`src/rtl/thread_scheduler.sv`:
```
// thread_scheduler: round-robin issue scheduler for the 4-thread barrel pipeline.
// Picks the next eligible thread on every pipeline advance. Tracks each issued
// slot through a WB_LATENCY-deep stage chain and keeps a thread ineligible while
// any of its slots is in flight.
//
// Ports:
//   clk            rising-edge clock
//   rst            asynchronous active-low reset
//   pipe_adv       pipeline advance; when low, all state holds
//   thread_active  per-thread enable
//   thread_stall   per-thread stall, sampled in the current cycle
//   issue_valid    S1 holds a valid issued slot
//   thread_rs_id   thread ID in S1 (register-file read index)
//   wb_valid       S[WB_LATENCY] holds a valid slot
//   thread_rd_id   thread ID in S[WB_LATENCY] (register-file write index)
//   thread_busy    per-thread in-flight flag (combinational from stage registers)
//
// Optional feature, enabled by defining THREAD_SCHED_STATS_EN:
//   stat_sel       counter select
//   stat_count     issue count of thread stat_sel (combinational read)

module thread_scheduler #(
  parameter int unsigned NUM_THREADS = 4,
  parameter int unsigned WB_LATENCY  = 3
) (
  input  logic                   clk,
  input  logic                   rst,
  input  logic                   pipe_adv,
  input  logic [NUM_THREADS-1:0] thread_active,
  input  logic [NUM_THREADS-1:0] thread_stall,
  output logic                   issue_valid,
  output logic [1:0]             thread_rs_id,
  output logic                   wb_valid,
  output logic [1:0]             thread_rd_id,
  output logic [NUM_THREADS-1:0] thread_busy
`ifdef THREAD_SCHED_STATS_EN
  ,
  input  logic [1:0]             stat_sel,
  output logic [31:0]            stat_count
`endif
);

  localparam int unsigned IdW  = 2;
  localparam int unsigned CntW = 32;

  typedef struct packed {
    logic           valid;
    logic [IdW-1:0] id;
  } stage_t;

  // Index 0 is S1 (issue), index WB_LATENCY-1 is the writeback stage.
  stage_t [WB_LATENCY-1:0] stage_q, stage_d;
  logic   [IdW-1:0]        last_ptr_q, last_ptr_d;

  logic [NUM_THREADS-1:0] elig;
  logic [IdW-1:0]         sel;
  logic                   any_elig;

  // In-flight flags: any valid stage carrying the thread's ID.
  always_comb begin
    thread_busy = '0;
    for (int unsigned k = 0; k < WB_LATENCY; k++) begin
      if (stage_q[k].valid) thread_busy[stage_q[k].id] = 1'b1;
    end
  end

  assign elig = thread_active & ~thread_stall & ~thread_busy;

  // Round-robin search starting one past the last issued thread; the final
  // candidate is last_ptr itself.
  always_comb begin
    logic [IdW-1:0] cand;
    sel      = '0;
    any_elig = 1'b0;
    cand     = '0;
    for (int unsigned i = 1; i <= NUM_THREADS; i++) begin
      cand = last_ptr_q + IdW'(i);
      if (!any_elig && elig[cand]) begin
        sel      = cand;
        any_elig = 1'b1;
      end
    end
  end

  // Next state: shift the stage chain and load S1 with the selection or a bubble.
  always_comb begin
    stage_d          = stage_q;
    last_ptr_d       = last_ptr_q;
    stage_d[0].valid = any_elig;
    stage_d[0].id    = any_elig ? sel : '0;
    for (int unsigned k = 1; k < WB_LATENCY; k++) begin
      stage_d[k] = stage_q[k-1];
    end
    if (any_elig) last_ptr_d = sel;
  end

  // State registers; everything freezes while the pipeline is held.
  always_ff @(posedge clk or negedge rst) begin
    if (!rst) begin
      stage_q    <= '0;
      last_ptr_q <= IdW'(NUM_THREADS - 1);
    end else if (pipe_adv) begin
      stage_q    <= stage_d;
      last_ptr_q <= last_ptr_d;
    end
  end

  assign issue_valid  = stage_q[0].valid;
  assign thread_rs_id = stage_q[0].id;
  assign wb_valid     = stage_q[WB_LATENCY-1].valid;
  assign thread_rd_id = stage_q[WB_LATENCY-1].id;

`ifdef THREAD_SCHED_STATS_EN
  logic [CntW-1:0] cnt_q [NUM_THREADS];

  // Per-thread issue counters, wrapping naturally at 2^32.
  always_ff @(posedge clk or negedge rst) begin
    if (!rst) begin
      for (int unsigned t = 0; t < NUM_THREADS; t++) cnt_q[t] <= '0;
    end else if (pipe_adv && any_elig) begin
      cnt_q[sel] <= cnt_q[sel] + CntW'(1);
    end
  end

  assign stat_count = cnt_q[stat_sel];
`endif

endmodule

```
`config.mk`:
```
export PLATFORM = sky130hd
export DESIGN_NAME = thread_scheduler
export DESIGN_NICKNAME = d
export VERILOG_FILES = /design/src/rtl/thread_scheduler.sv
export SDC_FILE = /design/constraint.sdc
export NUM_CORES = 1
export LEC_CHECK = 0
export CAP_MARGIN = 20
export CORE_UTILIZATION = 30
export CTS_CLUSTER_SIZE = 40
export DETAILED_ROUTE_END_ITERATION = 10
export HOLD_SLACK_MARGIN = 0.15
export PLACE_DENSITY = 0.54
export SKIP_CTS_REPAIR_TIMING = 1
export SYNTH_ARGS = -nofsm -noshare
export SYNTH_HDL_FRONTEND = slang
export SYNTH_SLANG_ARGS = --single-unit
```
`constraint.sdc`:
```
create_clock -name clk -period 4.5 [get_ports clk]
set_clock_uncertainty 0.15 [all_clocks]
set_input_delay 0.45 -clock clk [delete_from_list [all_inputs] [get_ports clk]]
set_output_delay 0.45 -clock clk [all_outputs]
set_load 0.03 [all_outputs]
```
# Word-level counts from Yosys, hierarchy flattened
# Cells that the tools add are included.
[classes] add_sub_neg=3 magnitude_cmp=10 n_mux=26 n_bitwise=6 reduce_logical=10
[ops] cell="< comparator 2 x 3 -> 1 bit (second input constant)" count=7
[ops] cell="2-to-1 mux 4 bit" count=3
[ops] cell="2-to-1 mux 1 bit" count=11
[ops] cell="2-to-1 mux 2 bit" count=5
[ops] cell="bitwise AND 4 bit" count=2
[ops] cell="binary-select mux 1 bit (select 2 bit)" count=4
[ops] cell="inverter 4 bit" count=2
[ops] cell="bitwise OR 4 bit" count=2
[ops] cell="demux 1 bit (select 2 bit)" count=3
[ops] cell=">= comparator 2 x 1 -> 1 bit (second input constant)" count=3
[ops] cell="logical AND 1 bit" count=6
[ops] cell="adder 2 bit (second input constant)" count=2
[ops] cell="zero test 1 bit" count=3
[ops] cell="adder 2 x 1 -> 2 bit (second input constant)" count=1
[ops] cell="AND reduction 2 bit" count=1
[word_totals] regBits=11 inputBits=11 output_inout_bits=10 wordCells=62

# Depth between registers and ports, before layout
[depth] word_depth=24 depth_mapped=5 mapped_depth_nobuf=5

# Worst setup path before layout
# Ideal clock, no wire load.
[synth_path] path_type="flip-flop to flip-flop" from="register stage_q, in the netlist issue_valid" to="register stage_q, in the netlist thread_rs_id[0]" setup_ns=0.122 arrival_time_ns=1.700 t_required_ns=4.228 setup_slack_ns=2.528 stages_incl_launch_ff=6 n_path_buf=0 synth_period_minus_slack_ns=1.972 cell_sequence="dfrtp_1 nor3b_2 or3_1 o21ai_0 o211a_1 a21oi_1"
[synth_via] elab_chain_cells=20 word_cells_on_any_way=30 cone_classes="20 x mux; 4 x bitwise; 6 x reduce/logical"
[synth_lines] item="start, declared" line="52" source="stage_t [WB_LATENCY-1:0] stage_q, stage_d;"
[synth_lines] item="start signal, assigned" line="103" source="stage_q <= stage_d;"
[synth_lines] item="2-to-1 mux 4 bit *" line="63" source="if (stage_q[k].valid) thread_busy[stage_q[k].id] = 1'b1;"
[synth_lines] item="bitwise OR 4 bit (no source line)"
[synth_lines] item="2-to-1 mux 4 bit *" line="63"
[synth_lines] item="bitwise OR 4 bit (no source line)"
[synth_lines] item="2-to-1 mux 4 bit *" line="63"
[synth_lines] item="net thread_busy[0]" line="35" source="output logic [NUM_THREADS-1:0] thread_busy"
[synth_lines] item="inverter 4 bit *" line="67" source="assign elig = thread_active & ~thread_stall & ~thread_busy;"
[synth_lines] item="bitwise AND 4 bit *" line="67"
[synth_lines] item="(+5 left out)"
[synth_lines] item="2-to-1 mux 1 bit" line="78" source="if (!any_elig && elig[cand]) begin"
[synth_lines] item="zero test 1 bit" line="78"
[synth_lines] item="logical AND 1 bit" line="78"
[synth_lines] item="2-to-1 mux 1 bit" line="78"
[synth_lines] item="zero test 1 bit" line="78"
[synth_lines] item="logical AND 1 bit" line="78"
[synth_lines] item="2-to-1 mux 2 bit / 2-to-1 mux 1 bit (equally long branches)" line="78"
[synth_lines] item="2-to-1 mux 2 bit *" line="90" source="stage_d[0].id = any_elig ? sel : '0;"
# The timed path passes the listed nets; every way through them passes the cells marked *. The select of a mux whose other input is x is not followed.
# A chain may end at the register's enable or synchronous reset.

# Worst setup path after layout
[layout_path] from="register stage_q, in the netlist issue_valid" to="output thread_busy[0]"
[layout_via] elab_chain_cells=5
[layout_lines] item="2-to-1 mux 4 bit *" line="63"
[layout_lines] item="bitwise OR 4 bit (no source line)"
[layout_lines] item="2-to-1 mux 4 bit *" line="63"
[layout_lines] item="bitwise OR 4 bit (no source line)"
[layout_lines] item="2-to-1 mux 4 bit *" line="63"
[layout_lines] item="end, declared" line="35"
# Every way passes the cells marked *; elsewhere a longest branch is shown, timed or not.

==> metrics.cfg <==
[routing]
wl_per_cell_um=12.8
routed_wl_mm=1.55
first_pass_iters=4
ant_nets=0
route.detailed.drc=0
post_drt_via_cell_ratio=5.21
vias=630
drtIter0Drc=13

[synth]
syn_avg_cell_area_um2=10.0
syn-instance-count=72
seq_area_frac_synth=0.384
synth_top_area_cell=dfrtp_1
synth_top_family_by_area=simple AND/OR/NAND/NOR gates
synth_seq_cells=11
synth_xor_area_frac=0
synth_most_common_cell=dfrtp_1
synth.area.mux_share=0.107
synthTopCellsByArea=dfrtp_1 31%, mux2_2 9.3%, dfstp_2 7.3%, nand3b_1 6.2%, nor3b_2 5.2%
synth_compound_area_frac=0.140
ys_warn_count=0
ys.flop_type=dfrtp_1
syn_area_um2=723
synthAdderAreaFrac=0
synth_top_area_frac=0.311
async_reset_ff_frac=1.00
ys_top_cells_by_count=9 x dfrtp_1, 6 x mux2_2, 6 x nand3_1, 6 x nand3b_1, 5 x nor2_1
synthSimpleGateAreaFrac=0.327
ys_types=29
synth_edf_count=0
syn_nets=83

[power]
vdd_drop_max_mv=0.377
swShare=0.461
clkPwrFrac=0.092
p_sw_mw=0.322
seqPwrFrac=0.323
combinationalPowerShare=0.585
p_int_mw=0.377
p_leak_nw=0.371
powerDensity_nw_per_um2=723

[global_route]
grt-ovfl-total=0
antenna_found_initial=0
grt_pass1_wl_mm=2.70
grt_max_degree=13
grt_pass1_vias=574
track_usage=0.138

[timing]
rsz0062_at_grt=false
finalWorstSetupSlack_ns=2.00
setup_tns_ns=0
max_slew_margin=0.677
tightest_slew_ns=0.483
finalSetupViolCount=0
drv_slew=0
min_period_ns=2.50
max_clock_freq_ghz=0.400
holdWs_ns=0.367
hold_violations=0
period_share=0.555

[placed_design]
gpl.final_weighted_congestion=0.747
dpl_worst_slack_ns=2.28
port_buffers=20
hpwl_mm=1.24

[flow_run]
maxCapViolCount=0

[floorplanning]
rows=17
die_area_um2=2610
initial_utilization=0.324
die_h_um=51.1
die_w_um=51.1
ios=21
core_um2=2230

[cells_and_area]
nFillCells=230
multi_input_area_um2=415
seqCellArea_um2=278
final_layout_size_suffix_gt1_frac=0.183
area_delta_synth_final_pct=33.6
fin_nets=105
n_antenna_cell=0

[cts]
clock_path_buffers=2
htreeDepth=1
clk_pin_slew_ns=0.07
clockRootBuffer=clkbuf_4
cts_buffers=3
clkLatencyLatePin_ns=0.26
clock_sinks=11
cts_tree=yes

[worst_setup_path]
crit_arrival_ns=1.90
path_class=reg -> out
end_kind=output pin
critPathRequiredTime_ns=3.90
regToRegStartpoint=issue_valid
rrSetupSlack_ns=2.68
reg2reg_to=last_ptr_q[0]
path_max_fanout=7
startpoint_type=flop
r2r_cells=5

[min_path]
hold_path_class=in -> async

[status]
status=completed

-- metal layers --
metal / GRT usage / wire (um)
met1: 0.194 / 765
met2: 0.211 / 714
met3: 0.0179 / 51
met4: 0.0556 / 14
met5: 0 / 0
-- cell usage in the layout, fill, tap and decap left out, types with 3 or more instances in the layout --
cell type / count
inv_1: 3
nand3b_1: 6
mux2_2: 6
clkbuf_4: 3
nor2b_1: 4
clkdlybuf4s50_1: 20
nor2_1: 5
a21oi_1: 3
dfrtp_1: 9
nand3_1: 6
nor3b_2: 3
-- stage by stage --
step / util / instance area [um2] / std cells / total power [mW]
floorplan: - / 723 / 72 / 0.493
global placement: 0.421 / 940 / 117 / 0.637
detailed placement: 0.421 / 940 / 117 / 0.640
CTS: 0.432 / 966 / 121 / 0.707
global route: 0.432 / 966 / 121 / 0.753
finish: 0.432 / 966 / 121 / 0.699
-- power groups by stage --
stage | combinational [mW] | clock [mW] | sequential [mW]
6_report | 0.408 | 0.0644 | 0.226
2_1_floorplan | 0.255 | 0 | 0.238
3_3_place_gp | 0.409 | 0 | 0.228
4_1_cts | 0.414 | 0.0676 | 0.226
5_1_grt | 0.442 | 0.0738 | 0.238
3_5_place_dp | 0.413 | 0 | 0.228
-- registers in the layout, indices dropped and copies added, names as in the netlist --
name	count
issue_valid	1
last_ptr_q	2
stage_d	3
thread_rd_id	2
thread_rs_id	2
wb_valid	1
-- worst max-delay path by stage --
stage                           start              end  slack, ns
after floorplan           issue_valid  thread_rs_id[0]       2.53
after global placement    issue_valid   thread_busy[0]       2.28
after detailed placement  issue_valid   thread_busy[0]       2.28
after CTS                 issue_valid   thread_busy[0]       1.99
after global routing      issue_valid   thread_busy[0]       1.89
final                     issue_valid   thread_busy[0]       2.00
-- cell families (layout without fill, tap and decap cells) --
group                  after synthesis  in the layout
DFF                                 11             11
muxes                                7              7
AOI/OAI and AO/OA                   14             14
and+or+nand+nor                     34             34
buffers and inverters                6             27
-- cell type report --
type | instances | share of cell area
clock buffer | 4 | 0.0272
tap | 28 | 0.0363
multi-input combinational | 55 | 0.430
inverter | 3 | 0.0117
timing repair buffer | 20 | 0.207
sequential | 11 | 0.288
-- critical path: stages (launching register included) --
cell and delay [ns]:
dfrtp_1 0.45, nor3b_2 0.21, or3_1 0.39, clkdlybuf4s50_1 0.60
(Power assumes the default switching activity.)
